[src/rtl/cmd_link_pkg.sv]
// cmd_link_pkg -- shared definitions for the command-link initiator.
//   cmd_state_e      : FSM state encoding
//   CMD_OP_WRITE/READ: default opcode bytes
//   is_send_state()  : true for states that launch a byte to the transmitter
package cmd_link_pkg;

  typedef enum logic [3:0] {
    ST_IDLE      = 4'd0,
    ST_SEND_OP   = 4'd1,
    ST_WAIT_OP   = 4'd2,
    ST_SEND_ADDR = 4'd3,
    ST_WAIT_ADDR = 4'd4,
    ST_SEND_DATA = 4'd5,
    ST_WAIT_DATA = 4'd6,
    ST_WAIT_RSP  = 4'd7,
    ST_DONE      = 4'd8
  } cmd_state_e;

  localparam logic [7:0] CMD_OP_WRITE     = 8'h57;
  localparam logic [7:0] CMD_OP_READ      = 8'h52;
  localparam logic [7:0] RSP_DATA_WRITE   = 8'h00;
  localparam logic [7:0] RSP_DATA_TIMEOUT = 8'hFF;

  function automatic logic is_send_state(input cmd_state_e s);
    logic r;
    case (s)
      ST_SEND_OP, ST_SEND_ADDR, ST_SEND_DATA: r = 1'b1;
      default:                                r = 1'b0;
    endcase
    return r;
  endfunction

endpackage

[src/rtl/cmd_link_timer.sv]
// cmd_link_timer -- reply timeout counter (present only with CMD_LINK_TIMEOUT_EN).
//   clk, rst : clock, asynchronous active-high reset
//   clear    : forces the count back to zero (dominates enable)
//   enable   : counts one per cycle while high
//   expired  : high in the cycle the count reaches TIMEOUT_CYCLES-1
`ifdef CMD_LINK_TIMEOUT_EN
module cmd_link_timer #(
  parameter int unsigned TIMEOUT_CYCLES = 32'd5000000
) (
  input  logic clk,
  input  logic rst,
  input  logic clear,
  input  logic enable,
  output logic expired
);

  localparam int unsigned    CNT_W    = (TIMEOUT_CYCLES > 32'd1) ? $clog2(TIMEOUT_CYCLES) : 1;
  localparam logic [CNT_W-1:0] CNT_LAST = CNT_W'(TIMEOUT_CYCLES - 32'd1);
  localparam logic [CNT_W-1:0] CNT_ONE  = CNT_W'(32'd1);

  logic [CNT_W-1:0] cnt_q;
  logic [CNT_W-1:0] cnt_d;

  // Next count: clear wins; the count parks at its last value instead of wrapping.
  always_comb begin
    cnt_d = cnt_q;
    if (clear) begin
      cnt_d = {CNT_W{1'b0}};
    end else if (enable && (cnt_q != CNT_LAST)) begin
      cnt_d = cnt_q + CNT_ONE;
    end else begin
      cnt_d = cnt_q;
    end
  end

  // Count register.
  always_ff @(posedge clk or posedge rst) begin
    if (rst) begin
      cnt_q <= {CNT_W{1'b0}};
    end else begin
      cnt_q <= cnt_d;
    end
  end

  assign expired = enable && !clear && (cnt_q == CNT_LAST);

endmodule
`endif

[src/rtl/cmd_link_initiator.sv]
// cmd_link_initiator -- turns a request (write or read) into opcode/address/data
// bytes for a serial transmitter and returns a one-cycle response.
//   CLK_50MHZ, RST            : clock, asynchronous active-high reset
//   REQ_VALID/READY/WR/ADDR/DATA : request handshake and payload
//   RSP_VALID/DATA/TIMEOUT    : response pulse, read data, no-reply flag
//   TX_DATA/TX_TRG/TX_DONE    : byte transmitter interface
//   RX_DATA/RX_DONE           : byte receiver interface
// Build option CMD_LINK_TIMEOUT_EN: adds the reply timeout (cmd_link_timer).
// Without it a read waits for a reply forever and RSP_TIMEOUT stays 0.
module cmd_link_initiator
  import cmd_link_pkg::*;
#(
  parameter int unsigned TIMEOUT_CYCLES = 32'd5000000,
  parameter logic [7:0]  OP_WRITE       = CMD_OP_WRITE,
  parameter logic [7:0]  OP_READ        = CMD_OP_READ
) (
  input  logic       CLK_50MHZ,
  input  logic       RST,
  input  logic       REQ_VALID,
  output logic       REQ_READY,
  input  logic       REQ_WR,
  input  logic [7:0] REQ_ADDR,
  input  logic [7:0] REQ_DATA,
  output logic       RSP_VALID,
  output logic [7:0] RSP_DATA,
  output logic       RSP_TIMEOUT,
  output logic [7:0] TX_DATA,
  output logic       TX_TRG,
  input  logic       TX_DONE,
  input  logic [7:0] RX_DATA,
  input  logic       RX_DONE
);

  cmd_state_e state_q, state_d;
  logic       wr_q, wr_d;
  logic [7:0] addr_q, addr_d;
  logic [7:0] data_q, data_d;
  logic       req_ready_q, req_ready_d;
  logic       tx_trg_q, tx_trg_d;
  logic [7:0] tx_data_q, tx_data_d;
  logic       rsp_valid_q, rsp_valid_d;
  logic [7:0] rsp_data_q, rsp_data_d;
  logic       rsp_timeout_q, rsp_timeout_d;
  logic       accept_s;
  logic       timer_expired_s;

`ifdef CMD_LINK_TIMEOUT_EN
  cmd_link_timer #(
    .TIMEOUT_CYCLES (TIMEOUT_CYCLES)
  ) u_timer (
    .clk     (CLK_50MHZ),
    .rst     (RST),
    .clear   (state_q != ST_WAIT_RSP),
    .enable  (state_q == ST_WAIT_RSP),
    .expired (timer_expired_s)
  );
`else
  // No timer: never expires. TIMEOUT_CYCLES stays referenced so both builds share one interface.
  assign timer_expired_s = (TIMEOUT_CYCLES == 32'd0) & 1'b0;
`endif

  // REQ_READY is registered and high exactly in IDLE, so this is the accept condition.
  assign accept_s = REQ_VALID && req_ready_q;

  // Next-state, request capture and next values of all registered outputs.
  always_comb begin
    state_d = state_q;
    case (state_q)
      ST_IDLE:      if (accept_s) state_d = ST_SEND_OP;   else state_d = ST_IDLE;
      ST_SEND_OP:   state_d = ST_WAIT_OP;
      ST_WAIT_OP:   if (TX_DONE)  state_d = ST_SEND_ADDR; else state_d = ST_WAIT_OP;
      ST_SEND_ADDR: state_d = ST_WAIT_ADDR;
      ST_WAIT_ADDR: if (TX_DONE)  state_d = wr_q ? ST_SEND_DATA : ST_WAIT_RSP;
                    else          state_d = ST_WAIT_ADDR;
      ST_SEND_DATA: state_d = ST_WAIT_DATA;
      ST_WAIT_DATA: if (TX_DONE)  state_d = ST_DONE;      else state_d = ST_WAIT_DATA;
      ST_WAIT_RSP:  if (RX_DONE || timer_expired_s) state_d = ST_DONE;
                    else          state_d = ST_WAIT_RSP;
      ST_DONE:      state_d = ST_IDLE;
      default:      state_d = ST_IDLE;
    endcase

    if (accept_s) begin
      wr_d   = REQ_WR;
      addr_d = REQ_ADDR;
      data_d = REQ_DATA;
    end else begin
      wr_d   = wr_q;
      addr_d = addr_q;
      data_d = data_q;
    end

    req_ready_d = (state_d == ST_IDLE);
    tx_trg_d    = is_send_state(state_d);
    rsp_valid_d = (state_d == ST_DONE);

    // The byte is loaded on entry to a SEND state and then held until the next SEND.
    case (state_d)
      ST_SEND_OP:   tx_data_d = wr_d ? OP_WRITE : OP_READ;
      ST_SEND_ADDR: tx_data_d = addr_d;
      ST_SEND_DATA: tx_data_d = data_d;
      default:      tx_data_d = tx_data_q;
    endcase

    // Response payload only changes on the transition into DONE; a reply byte beats
    // a same-cycle timeout, and RX_DONE elsewhere never touches it.
    if ((state_q == ST_WAIT_RSP) && RX_DONE) begin
      rsp_data_d = RX_DATA;
    end else if ((state_q == ST_WAIT_RSP) && timer_expired_s) begin
      rsp_data_d = RSP_DATA_TIMEOUT;
    end else if ((state_q == ST_WAIT_DATA) && TX_DONE) begin
      rsp_data_d = RSP_DATA_WRITE;
    end else begin
      rsp_data_d = rsp_data_q;
    end

    rsp_timeout_d = (state_q == ST_WAIT_RSP) && !RX_DONE && timer_expired_s;
  end

  // FSM state, captured request and registered outputs.
  always_ff @(posedge CLK_50MHZ or posedge RST) begin
    if (RST) begin
      state_q       <= ST_IDLE;
      wr_q          <= 1'b0;
      addr_q        <= 8'h00;
      data_q        <= 8'h00;
      req_ready_q   <= 1'b1;
      tx_trg_q      <= 1'b0;
      tx_data_q     <= 8'h00;
      rsp_valid_q   <= 1'b0;
      rsp_data_q    <= 8'h00;
      rsp_timeout_q <= 1'b0;
    end else begin
      state_q       <= state_d;
      wr_q          <= wr_d;
      addr_q        <= addr_d;
      data_q        <= data_d;
      req_ready_q   <= req_ready_d;
      tx_trg_q      <= tx_trg_d;
      tx_data_q     <= tx_data_d;
      rsp_valid_q   <= rsp_valid_d;
      rsp_data_q    <= rsp_data_d;
      rsp_timeout_q <= rsp_timeout_d;
    end
  end

  assign REQ_READY   = req_ready_q;
  assign TX_TRG      = tx_trg_q;
  assign TX_DATA     = tx_data_q;
  assign RSP_VALID   = rsp_valid_q;
  assign RSP_DATA    = rsp_data_q;
  assign RSP_TIMEOUT = rsp_timeout_q;

endmodule

[config.mk]
export PLATFORM = sky130hd
export DESIGN_NAME = cmd_link_initiator
export DESIGN_NICKNAME = d
export VERILOG_FILES = /design/src/rtl/cmd_link_pkg.sv /design/src/rtl/cmd_link_timer.sv /design/src/rtl/cmd_link_initiator.sv
export SDC_FILE = /design/constraint.sdc
export NUM_CORES = 1
export LEC_CHECK = 0
export CELL_PAD_IN_SITES_DETAIL_PLACEMENT = 1
export CELL_PAD_IN_SITES_GLOBAL_PLACEMENT = 1
export CORE_MARGIN = 2
export CORE_UTILIZATION = 33
export CTS_CLUSTER_SIZE = 10
export DETAILED_ROUTE_END_ITERATION = 10
export GPL_TIMING_DRIVEN = 0
export PLACE_DENSITY = 0.74
export SKIP_CTS_REPAIR_TIMING = 1
export SLEW_MARGIN = 25
export SYNTH_ARGS = -nofsm -noshare
export SYNTH_HDL_FRONTEND = slang
export SYNTH_SLANG_ARGS = --single-unit
[constraint.sdc]
create_clock -name CLK_50MHZ -period 1.7 [get_ports CLK_50MHZ]
set_input_delay 0.425 -clock CLK_50MHZ [delete_from_list [all_inputs] [get_ports CLK_50MHZ]]
set_output_delay 0.425 -clock CLK_50MHZ [all_outputs]
set_load 0.02 [all_outputs]
==> key figures, run 1 <==
Worst setup path
  • Critical path arrival: 2.20 ns
  • CP Launch Type: primary input
  • Crit-path max FO: 6
  • Critical path data required time: 1.87 ns
  • Flop-to-flop setup slack: -0.32 ns
  • Crit path capture type: flop
  • Setup Crit Path Kind: primary input to flop

Cells and area
  • Multi-input logic area: 836 sq um
  • Post-Layout Cell Count: 294
  • Core Util, Final: 0.502
  • Register Area: 1000 sq um
  • Final instance area: 2730 sq um
  • P&R area growth vs syn: 48.1%
  • # diodes: 0
  • Fin nets: 251
  • Share of cells above drive strength 1: 0.257
  • Filler cells: 578

GRT
  • Largest net degree at the start of global routing: 22
  • GRT overflow: 0
  • First-pass GRT wire length: 6940 um
  • Initial antenna violation count: 0
  • Vias in the first global route: 1391
  • Gr usage total: 0.146

Pwr
  • Maximum vdd drop: 630 uV
  • Int Power: 0.00292 W
  • Leak Pwr: 1.40 nW
  • Sw Ratio: 0.361
  • Power density over the cells: 1670 nW/um^2
  • Switch Pwr: 0.00165 W
  • Combinational share of power: 0.510
  • Clock Power Share: 0.142
  • Seq pwr share: 0.348

Synth
  • Synth warn: 0
  • Netlist cell types: 40
  • Area share of the largest cell type after synthesis: 0.530
  • Post-synth ARST share: 1.00
  • Synthesized Nets: 186
  • Area leader, netlist: dfrtp_1
  • Post-synth EDFFs: 0
  • Post-Syn Area: 1840 sq um
  • Post-synthesis sequential area ratio: 0.544
  • Main synth FF type: dfrtp_1
  • Synth top area cells: dfrtp_1 (53%), mux2_2 (9.8%), a22o_1 (3.8%)
  • Post-Syn Area per Cell: 11.8 sq um
  • FF+latch count, synth: 40
  • Post-synth top cells: dfrtp_1 (39), mux2_2 (16), nand2_1 (12), inv_1 (11), a21oi_1 (9)
  • Most numerous cell in the Yosys netlist: dfrtp_1
  • Post-synthesis cell count: 156

Clocking
  • H-tree Lvls: 2
  • Clock Tree Buf Depth: 2
  • TritonCTS Buffers: 5
  • TritonCTS clock tree: yes
  • Clock Latency Late Sink: 0.29 ns
  • Root Driver: clkbuf_8
  • Clock Sinks: 40
  • Clk slew on worst S/H paths: 0.07 ns

Route
  • Vias: 1405
  • Vias/cell: 4.78
  • Iter 0 DRT Violations: 99
  • Final wirelength: 4530 um
  • First drt pass iteration count: 4
  • Avg WL per Cell: 15.4 um
  • Post-route DRC: 0
  • Detail Route Antenna Nets: 0

Job
  • Max cap viols: 0

Die
  • Std-Cell Rows: 27
  • Core area: 5440 sq um
  • Die H: 78.7 um
  • Die ar.: 6200 sq um
  • Die span in x: 78.7 um
  • I/O pins: 50
  • Initial core utilization: 0.339

Timing
  • Post-layout minimum cycle time: 2.02 ns
  • # setup viols final: 9
  • Final Skew: 0.00791 ns
  • Fin Hold WS: 0.475 ns
  • Tcrit/Tclk final: 1.19
  • Fin. max-slew vios: 0
  • Fmax: 495 MHz
  • RSZ-0062 raised after global routing: yes
  • Hold Vio Cnt, Final: 0
  • Post-route setup slack: -0.321 ns

Placement
  • Gpl congestion: 0.793
  • Area after DPL: 2450 sq um
  • Placed Instances: 277
  • IO buf count: 48
  • HPWL after DPL: 3140 um

Worst hold path
  • Worst hold path type: primary input to async pin

Run status
  • Status: finished with violations
  • Failing checks: negative setup slack
-- critical path, stage by stage --
cell             delay (ns)
clkdlybuf4s50_1        0.46
and2_1                 0.17
o32ai_1                0.42
o21ai_4                0.13
nor2_4                 0.25
mux2_4                 0.34
-- sequential cells by signal, summed over array words and instances, names as in the netlist --
signal     cells
data_q         8
wr_q           1
addr_q         8
TX_TRG         1
RSP_DATA       8
RSP_VALID      1
REQ_READY      1
TX_DATA        8
state_q        4
-- final timing paths --
kind	startpoint	end	depth (start not counted)
max reg2reg	state_q[2]$_DFF_PP0_	TX_DATA[1]$_DFFE_PP0P_	6
min reg2reg	data_q[7]$_DFF_PP0_	data_q[7]$_DFF_PP0_	2
min in group CLK_50MHZ	data_q[7]$_DFF_PP0_	data_q[7]$_DFF_PP0_	2
min	RST	data_q[7]$_DFF_PP0_	2
max	RX_DONE	TX_DATA[1]$_DFFE_PP0P_	6
max in group asynchronous	RST	REQ_READY$_DFF_PP1_	3
-- area by class of cell --
class                   count  area share
multi-input cells          98       0.306
clock buffers               8      0.0330
inverters                  11      0.0151
repair buffers             58       0.225
flip-flops and latches     40       0.367
plain buffers               7      0.0202
well taps                  72      0.0330
-- routing by layer --
metal | vias up | GRT usage | share of wire
li1 | 682 | - | -
met1 | 687 | 0.198 | 0.46
met2 | 27 | 0.222 | 0.48
met3 | 9 | 0.0341 | 0.037
met4 | 0 | 0.0667 | 0.022
met5 | - | 0 | 0
-- cells in the final DEF (no fill, tap or decap), types with 2 or more instances in the layout --
master,n
dfrtp_1,39
mux2i_1,4
and2_1,2
a22o_1,8
a211oi_1,2
clkdlybuf4s50_1,31
buf_2,3
nand2_1,11
inv_1,10
a21oi_1,9
clkbuf_1,2
o311ai_2,2
o21bai_1,3
buf_6,2
mux2_4,5
mux2_2,11
o21a_1,2
nor2b_1,2
clkbuf_8,6
nor2_1,5
o21ai_0,2
mux2i_2,2
a2111oi_4,2
buf_4,10
and2b_1,3
dlymetal6s2s_1,17
-- power groups by stage --
stage | registers [W] | logic [W] | clock network (W)
3_5_place_dp | 0.00161 | 0.00205 | 0
3_3_place_gp | 0.00159 | 0.00200 | 0
4_1_cts | 0.00159 | 0.00206 | 0.000680
5_1_grt | 0.00164 | 0.00252 | 0.000725
6_report | 0.00159 | 0.00233 | 0.000648
2_1_floorplan | 0.00179 | 0.00112 | 0
-- per-stage QoR --
step | TNS, ns | power, W | setup WS [ns]
after floorplan | -0.780 | 0.00292 | -0.154
after global placement | -35.36 | 0.00359 | -0.852
after detailed placement | -14.04 | 0.00366 | -0.870
after CTS | -5.14 | 0.00433 | -0.567
after global routing | -2.99 | 0.00489 | -0.400
final | -2.24 | 0.00457 | -0.321
-- cell families after synthesis --
logic type	Yosys count	share of synthesized area
AOI/OAI and AO/OA	39	0.166
buffers and inverters	18	0.0462
and+or+nand+nor	36	0.111
DFF	40	0.544
muxes	22	0.130
other	1	0.00203
No activity file was read; power rests on OpenSTA's default activity.
==> run 2: changes to the inputs <==
--- a/config.mk
+++ b/config.mk
@@ -5,14 +5,16 @@
 export SDC_FILE = /design/constraint.sdc
 export NUM_CORES = 1
 export LEC_CHECK = 0
+export ABC_AREA = 1
 export CELL_PAD_IN_SITES_DETAIL_PLACEMENT = 1
 export CELL_PAD_IN_SITES_GLOBAL_PLACEMENT = 1
 export CORE_MARGIN = 2
-export CORE_UTILIZATION = 33
+export CORE_UTILIZATION = 31
 export CTS_CLUSTER_SIZE = 10
 export DETAILED_ROUTE_END_ITERATION = 10
 export GPL_TIMING_DRIVEN = 0
-export PLACE_DENSITY = 0.74
+export HOLD_SLACK_MARGIN = 0.02
+export PLACE_DENSITY = 0.75
 export SKIP_CTS_REPAIR_TIMING = 1
 export SLEW_MARGIN = 25
 export SYNTH_ARGS = -nofsm -noshare
==> key figures, run 2 <==
Run status
  • Status: completed (was finished with violations)

Cells and area
  • Filler cells: 659 (was 578)
  • Fin nets: 299 (was 251)
  • # diodes: 0 (unchanged)
  • Commonest non-fill, non-tap cell in the layout: nand2_1 (was dfrtp_1)
  • Most frequent cells in the layout: nand2_1 (84), dfrtp_1 (39), clkdlybuf4s50_1 (29) (was dfrtp_1 (39), clkdlybuf4s50_1 (31), dlymetal6s2s_1 (17))
  • P&R area growth vs syn: 43.1% (was 48.1%)
  • Core Util, Final: 0.457 (was 0.502)
  • Share of cells above drive strength 1: 0.126 (was 0.257)

Route
  • Vias/cell: 4.44 (was 4.78)
  • Post-route DRC: 0 (unchanged)
  • Final wirelength: 4370 um (was 4530 um)
  • Vias: 1515 (was 1405)
  • Iter 0 DRT Violations: 54 (was 99)
  • Detail Route Antenna Nets: 0 (unchanged)
  • Avg WL per Cell: 12.8 um (was 15.4 um)
  • First drt pass iteration count: 4 (unchanged)

GRT
  • Grt met1 use: 0.189 (was 0.198)
  • Met2 track demand over resource: 0.248 (was 0.222)
  • Vias in the first global route: 1536 (was 1391)
  • Gr usage total: 0.150 (was 0.146)
  • Largest net degree at the start of global routing: 25 (was 22)
  • Met3 global-route usage: 0.0330 (was 0.0341)
  • Top Usage Layer GRT: met2 (unchanged)
  • GRT overflow: 0 (unchanged)
  • First-pass GRT wire length: 7220 um (was 6940 um)
  • Initial antenna violation count: 0 (unchanged)

Pwr
  • Power density over the cells: 1520 nW/um^2 (was 1670 nW/um^2)
  • Maximum vdd drop: 429 uV (was 630 uV)
  • Leak Pwr: 1.49 nW (was 1.40 nW)

Worst setup path
  • CP endpoint: TX_TRG (was TX_DATA[1]$_DFFE_PP0P_)
  • Critical path arrival: 1.20 ns (was 2.20 ns)
  • Flop-to-flop setup slack: 0.12 ns (was -0.32 ns)
  • Crit-path max FO: 1 (was 6)
  • Critical-path cell list: clkdlybuf4s50_1 (was clkdlybuf4s50_1 -> and2_1 -> o32ai_1 -> o21ai_4 -> nor2_4 -> mux2_4)
  • Crit path capture type: primary output (was flop)
  • CP Launch Type: flop (was primary input)
  • Crit path buf inv count: 1 (unchanged)
  • Worst r2r src: state_q[3]$_DFF_PP0_ (was state_q[2]$_DFF_PP0_)
  • Setup Crit Path Kind: flop to primary output (was primary input to flop)
  • Worst setup path start: TX_TRG$_DFF_PP0_ (was RX_DONE)
  • Crit path max-delay family: buffers and inverters (was compound AO/OA/AOI/OAI gates)
  • R2R cell count: 8 (was 6)
  • CP Depth: 1 (was 6)
  • Crit-path slowest cell: clkdlybuf4s50_1 (unchanged)
  • Critical path data required time: 1.27 ns (was 1.87 ns)
  • Slowest stage delay, CP: 0.59 ns (was 0.46 ns)
  • Reg2reg end: TX_DATA[0]$_DFFE_PP0P_ (was TX_DATA[1]$_DFFE_PP0P_)

Placement
  • Gpl congestion: 0.761 (was 0.793)
  • IO buf count: 48 (unchanged)
  • HPWL after DPL: 3320 um (was 3140 um)

Clocking
  • Clock Latency Late Sink: 0.29 ns (about the same)
  • TritonCTS clock tree: yes (unchanged)
  • Clock Tree Buf Depth: 2 (unchanged)
  • Clock Sinks: 40 (unchanged)
  • TritonCTS Buffers: 5 (unchanged)
  • H-tree Lvls: 2 (unchanged)
  • Clk slew on worst S/H paths: 0.07 ns (about the same)
  • Root Driver: clkbuf_8 (unchanged)

Synth
  • Post-synth ARST share: 1.00 (unchanged)
  • Area leader, netlist: dfrtp_1 (unchanged)
  • Post-Syn Area per Cell: 8.25 sq um (was 11.8 sq um)
  • Main synth FF type: dfrtp_1 (unchanged)
  • Post-synth top cells: nand2_1 (84), dfrtp_1 (39), inv_1 (20), nor2_1 (19), nand3_1 (14) (was dfrtp_1 (39), mux2_2 (16), nand2_1 (12), inv_1 (11), a21oi_1 (9))
  • Most numerous cell in the Yosys netlist: nand2_1 (was dfrtp_1)
  • Post-Syn Area: 1760 sq um (was 1840 sq um)
  • Synth warn: 0 (unchanged)
  • Synth top area cells: dfrtp_1 (56%), nand2_1 (18%), inv_1 (4.3%) (was dfrtp_1 (53%), mux2_2 (9.8%), a22o_1 (3.8%))
  • Synthesized Nets: 243 (was 186)
  • Netlist cell types: 23 (was 40)
  • FF+latch count, synth: 40 (unchanged)
  • Post-synthesis sequential area ratio: 0.570 (was 0.544)
  • Area share of the largest cell type after synthesis: 0.555 (was 0.530)
  • Post-synthesis cell count: 213 (was 156)
  • Post-synth EDFFs: 0 (unchanged)

Die
  • Initial core utilization: 0.319 (was 0.339)
  • Std-Cell Rows: 27 (unchanged)
  • Die ar.: 6290 sq um (was 6200 sq um)
  • I/O pins: 50 (unchanged)
  • Die H: 79.3 um (was 78.7 um)
  • Die span in x: 79.3 um (was 78.7 um)
  • Core area: 5510 sq um (was 5440 sq um)

Timing
  • Fin Hold WS: 0.426 ns (was 0.475 ns)
  • Fmax: 614 MHz (was 495 MHz)
  • Fin. max-slew vios: 0 (unchanged)
  • Final Skew: 0.00533 ns (was 0.00791 ns)
  • Hold Vio Cnt, Final: 0 (unchanged)
  • # setup viols final: 0 (was 9)
  • Tcrit/Tclk final: 0.958 (was 1.19)
  • Post-layout minimum cycle time: 1.63 ns (was 2.02 ns)
  • RSZ-0062 raised after global routing: yes (unchanged)

Worst hold path
  • Worst hold path type: primary input to async pin (unchanged)

Job
  • Max cap viols: 0 (unchanged)
-- run 2: cell types whose count changed after synthesis, sizes merged, moves of 7 or more --
cell,before,now
nand2,12,89
inv,11,23
mux2,16,0
nor2,7,24
a22o,8,1
nand3,1,15
-- run 2: stage by stage --
stage               setup TNS (ns)  cells  total power (W)  cell area (sq um)  setup WS, ns
floorplan                        0    213          0.00254               1760         0.228
global placement            -23.90    333          0.00310               2330        -0.504
detailed placement           -4.60    334          0.00318               2350        -0.325
CTS                         -0.204    341          0.00387               2440        -0.163
global route               -0.0654    341          0.00414               2520       -0.0307
finish                           0    341          0.00382               2520        0.0722
-- run 2: power breakdown --
part	leakage [nW]	internal (W)	switching (W)
logic	0.937	0.000638	0.00101
registers	0.504	0.00133	0.000166
clock network	0.0503	0.000361	0.000315
total	1.49	0.00233	0.00150
-- run 2: how the worst min path moves through the flow --
stage	slack, ns	endpoint
6_report	0.43	data_q[0]$_DFF_PP0_
5_1_grt	0.46	RSP_DATA[7]$_DFFE_PP0N_
4_1_cts	0.43	RSP_DATA[7]$_DFFE_PP0N_
3_5_place_dp	0.46	data_q[6]$_DFF_PP0_
3_3_place_gp	0.46	addr_q[4]$_DFF_PP0_
2_1_floorplan	0.44	addr_q[1]$_DFF_PP0_
-- run 2: layer usage --
metal	part of all wire	vias up
met4	0.018	0
met1	0.46	717
met2	0.49	27
li1	-	765
met5	0	-
met3	0.033	6
-- run 2: logic make-up (layout without fill, tap and decap cells) --
group,Yosys count,count (layout),share of synthesized area
and+or+nand+nor,130,130,0.317
other,1,1,0.00213
AOI/OAI and AO/OA,15,15,0.0477
DFF,40,40,0.570
buffers and inverters,27,83,0.0633
-- run 2: layout make-up --
type	count	area [sq um]	share of cell area
Timing Repair Buffer	49	548	0.218
Clock buffer	7	96.3	0.0383
Tap cell	72	90.1	0.0358
Sequential cell	40	1000	0.398
Multi-Input combinational cell	146	664	0.264
Inverter	24	97.6	0.0388
Buffer	3	17.5	0.00696
==> run 3: changes to the inputs <==
--- a/config.mk
+++ b/config.mk
@@ -6,13 +6,13 @@
 export NUM_CORES = 1
 export LEC_CHECK = 0
 export ABC_AREA = 1
-export CELL_PAD_IN_SITES_DETAIL_PLACEMENT = 1
+export CAP_MARGIN = 20
+export CELL_PAD_IN_SITES_DETAIL_PLACEMENT = 0
 export CELL_PAD_IN_SITES_GLOBAL_PLACEMENT = 1
 export CORE_MARGIN = 2
 export CORE_UTILIZATION = 31
 export CTS_CLUSTER_SIZE = 10
 export DETAILED_ROUTE_END_ITERATION = 10
-export GPL_TIMING_DRIVEN = 0
 export HOLD_SLACK_MARGIN = 0.02
 export PLACE_DENSITY = 0.75
 export SKIP_CTS_REPAIR_TIMING = 1
==> key figures, run 3 (synthesized netlist as in run 2, its figures left out) <==
Timing
  • Tcrit/Tclk final: 0.985 (was 0.958)
  • Hold Vio Cnt, Final: 0 (unchanged)
  • Fin. max-slew vios: 0 (unchanged)
  • # setup viols final: 0 (unchanged)
  • Fmax: 597 MHz (was 614 MHz)
  • RSZ-0062 raised after global routing: no (was yes)
  • Fin Hold WS: 0.478 ns (was 0.426 ns)
  • Final Skew: 0.00720 ns (was 0.00533 ns)
  • Post-layout minimum cycle time: 1.67 ns (was 1.63 ns)
  • Final setup TNS: 0 ns (unchanged)

Die
  • Initial core utilization: 0.319 (unchanged)
  • Die H: 79.3 um (unchanged)
  • I/O pins: 50 (unchanged)
  • Std-Cell Rows: 27 (unchanged)
  • Die ar.: 6290 sq um (unchanged)
  • Core area: 5510 sq um (unchanged)
  • Die span in x: 79.3 um (unchanged)

Route
  • First drt pass iteration count: 4 (unchanged)
  • Final wirelength: 4150 um (was 4370 um)
  • Avg WL per Cell: 11.6 um (was 12.8 um)
  • Iter 0 DRT Violations: 62 (was 54)
  • Post-route DRC: 0 (unchanged)
  • Detail Route Antenna Nets: 0 (unchanged)
  • Vias: 1527 (was 1515)
  • Vias/cell: 4.27 (was 4.44)

Cells and area
  • # diodes: 0 (unchanged)
  • Share of cells above drive strength 1: 0.164 (was 0.126)
  • Register Area: 1000 sq um (unchanged)
  • Post-Layout Cell Count: 358 (was 341)
  • Commonest non-fill, non-tap cell in the layout: nand2_1 (unchanged)
  • Final instance area: 2650 sq um (was 2520 sq um)
  • Fin nets: 315 (was 299)
  • Most frequent cells in the layout: nand2_1 (84), dfrtp_1 (39), clkdlybuf4s50_1 (34) (was nand2_1 (84), dfrtp_1 (39), clkdlybuf4s50_1 (29))
  • Filler cells: 553 (was 659)
  • Multi-input logic area: 644 sq um (was 664 sq um)
  • P&R area growth vs syn: 50.8% (was 43.1%)

GRT
  • Largest net degree at the start of global routing: 41 (was 25)
  • Gr usage total: 0.144 (was 0.150)
  • GRT overflow: 0 (unchanged)
  • Initial antenna violation count: 0 (unchanged)
  • Vias in the first global route: 1469 (was 1536)
  • First-pass GRT wire length: 6980 um (was 7220 um)

Worst setup path
  • Flop-to-flop setup slack: 0.16 ns (was 0.12 ns)
  • Slowest stage delay, CP: 0.60 ns (was 0.59 ns)
  • R2R cell count: 9 (was 8)
  • Crit path buf inv count: 1 (unchanged)
  • Crit path max-delay family: buffers and inverters (unchanged)
  • Reg2reg end: TX_DATA[2]$_DFFE_PP0P_ (was TX_DATA[0]$_DFFE_PP0P_)
  • Crit-path slowest cell: clkdlybuf4s50_1 (unchanged)
  • Critical-path cell list: clkdlybuf4s50_1 (unchanged)
  • Crit-path max FO: 2 (was 1)
  • CP Launch Type: flop (unchanged)
  • Worst r2r src: state_q[3]$_DFF_PP0_ (unchanged)
  • Critical path data required time: 1.27 ns (about the same)
  • Crit path capture type: primary output (unchanged)
  • Critical path arrival: 1.25 ns (was 1.20 ns)
  • Setup Crit Path Kind: flop to primary output (unchanged)

Pwr
  • Power density over the cells: 1550 nW/um^2 (was 1520 nW/um^2)
  • Seq pwr share: 0.361 (was 0.391)
  • Int Power: 0.00258 W (was 0.00233 W)
  • Switch Pwr: 0.00152 W (was 0.00150 W)
  • Maximum vdd drop: 536 uV (was 429 uV)
  • Combinational share of power: 0.446 (was 0.432)
  • Leak Pwr: 1.50 nW (was 1.49 nW)
  • Sw Ratio: 0.371 (was 0.391)
  • Clock Power Share: 0.193 (was 0.177)

Run status
  • Status: completed (unchanged)

Placement
  • HPWL after DPL: 3110 um (was 3320 um)
  • Placed Instances: 350 (was 334)
  • Gpl congestion: 0.827 (was 0.761)
  • IO buf count: 48 (unchanged)
  • Area after DPL: 2500 sq um (was 2350 sq um)

Clocking
  • Clock Tree Buf Depth: 2 (unchanged)
  • TritonCTS clock tree: yes (unchanged)
  • Root Driver: clkbuf_8 (unchanged)
  • Clock Latency Late Sink: 0.30 ns (was 0.29 ns)
  • Clock Sinks: 40 (unchanged)
  • Clk slew on worst S/H paths: 0.08 ns (was 0.07 ns)
  • H-tree Lvls: 2 (unchanged)
  • TritonCTS Buffers: 5 (unchanged)

Job
  • Max cap viols: 0 (unchanged)

Worst hold path
  • Hold path endpoint: addr_q[4]$_DFF_PP0_
  • Worst hold path type: flop to flop (was primary input to async pin)
  • Hold path start: addr_q[4]$_DFF_PP0_
  • Hold path depth: 2
==> run 3: changes by cell type in the layout (fill, tap and decap cells not counted), sizes merged <==
cell,before,now
buf,3,20
bufinv,0,1
clkinv,1,3
dlymetal6s2s,19,14
clkdlybuf4s50,29,34
clkbuf,8,5
==> run 3: how the worst max path moves through the flow <==
stage,from,end,slack (ns),cells after the start
global route,RSP_DATA[4]$_DFFE_PP0N_,RSP_DATA[4],0.005,1
global placement,TX_DONE,TX_DATA[2]$_DFFE_PP0P_,-0.12,10
detailed placement,TX_DONE,TX_DATA[3]$_DFFE_PP0P_,-0.15,11
floorplan,REQ_READY$_DFF_PP1_,TX_DATA[0]$_DFFE_PP0P_,0.23,6
finish,RSP_DATA[4]$_DFFE_PP0N_,RSP_DATA[4],0.03,1
CTS,REQ_READY$_DFF_PP1_,REQ_READY,-0.18,1
==> run 3: final cells by class <==
type	count	share of cell area
inverter	24	0.0359
multi-input combinational	146	0.243
sequential	40	0.378
timing repair buffer	68	0.265
clock inverter	3	0.0179
clock buffer	5	0.0260
tap	72	0.0340
==> run 3: metal layers <==
layer / GRT usage / share of wire / up-vias
met4: 0.0466 / 0.016 / 0
met2: 0.221 / 0.46 / 29
met3: 0.0295 / 0.044 / 5
met1: 0.204 / 0.48 / 694
met5: 0 / 0 / -
li1: - / - / 799
==> run 3: power groups by stage <==
stage | sequential [W] | clock (W) | combinational, W
finish | 0.00148 | 0.000791 | 0.00183
global route | 0.00154 | 0.000845 | 0.00205
CTS | 0.00150 | 0.000819 | 0.00188
detailed placement | 0.00152 | 0 | 0.00186
global placement | 0.00151 | 0 | 0.00184
floorplan | 0.00166 | 0 | 0.000877
==> run 3: stage by stage <==
stage                     utilization  setup slack [ns]  power (W)
final                           0.481            0.0263    0.00410
after global routing            0.481           0.00501    0.00444
after CTS                       0.475            -0.177    0.00419
after detailed placement        0.454            -0.146    0.00338
after global placement          0.454            -0.121    0.00335
after floorplan                     -             0.228    0.00254
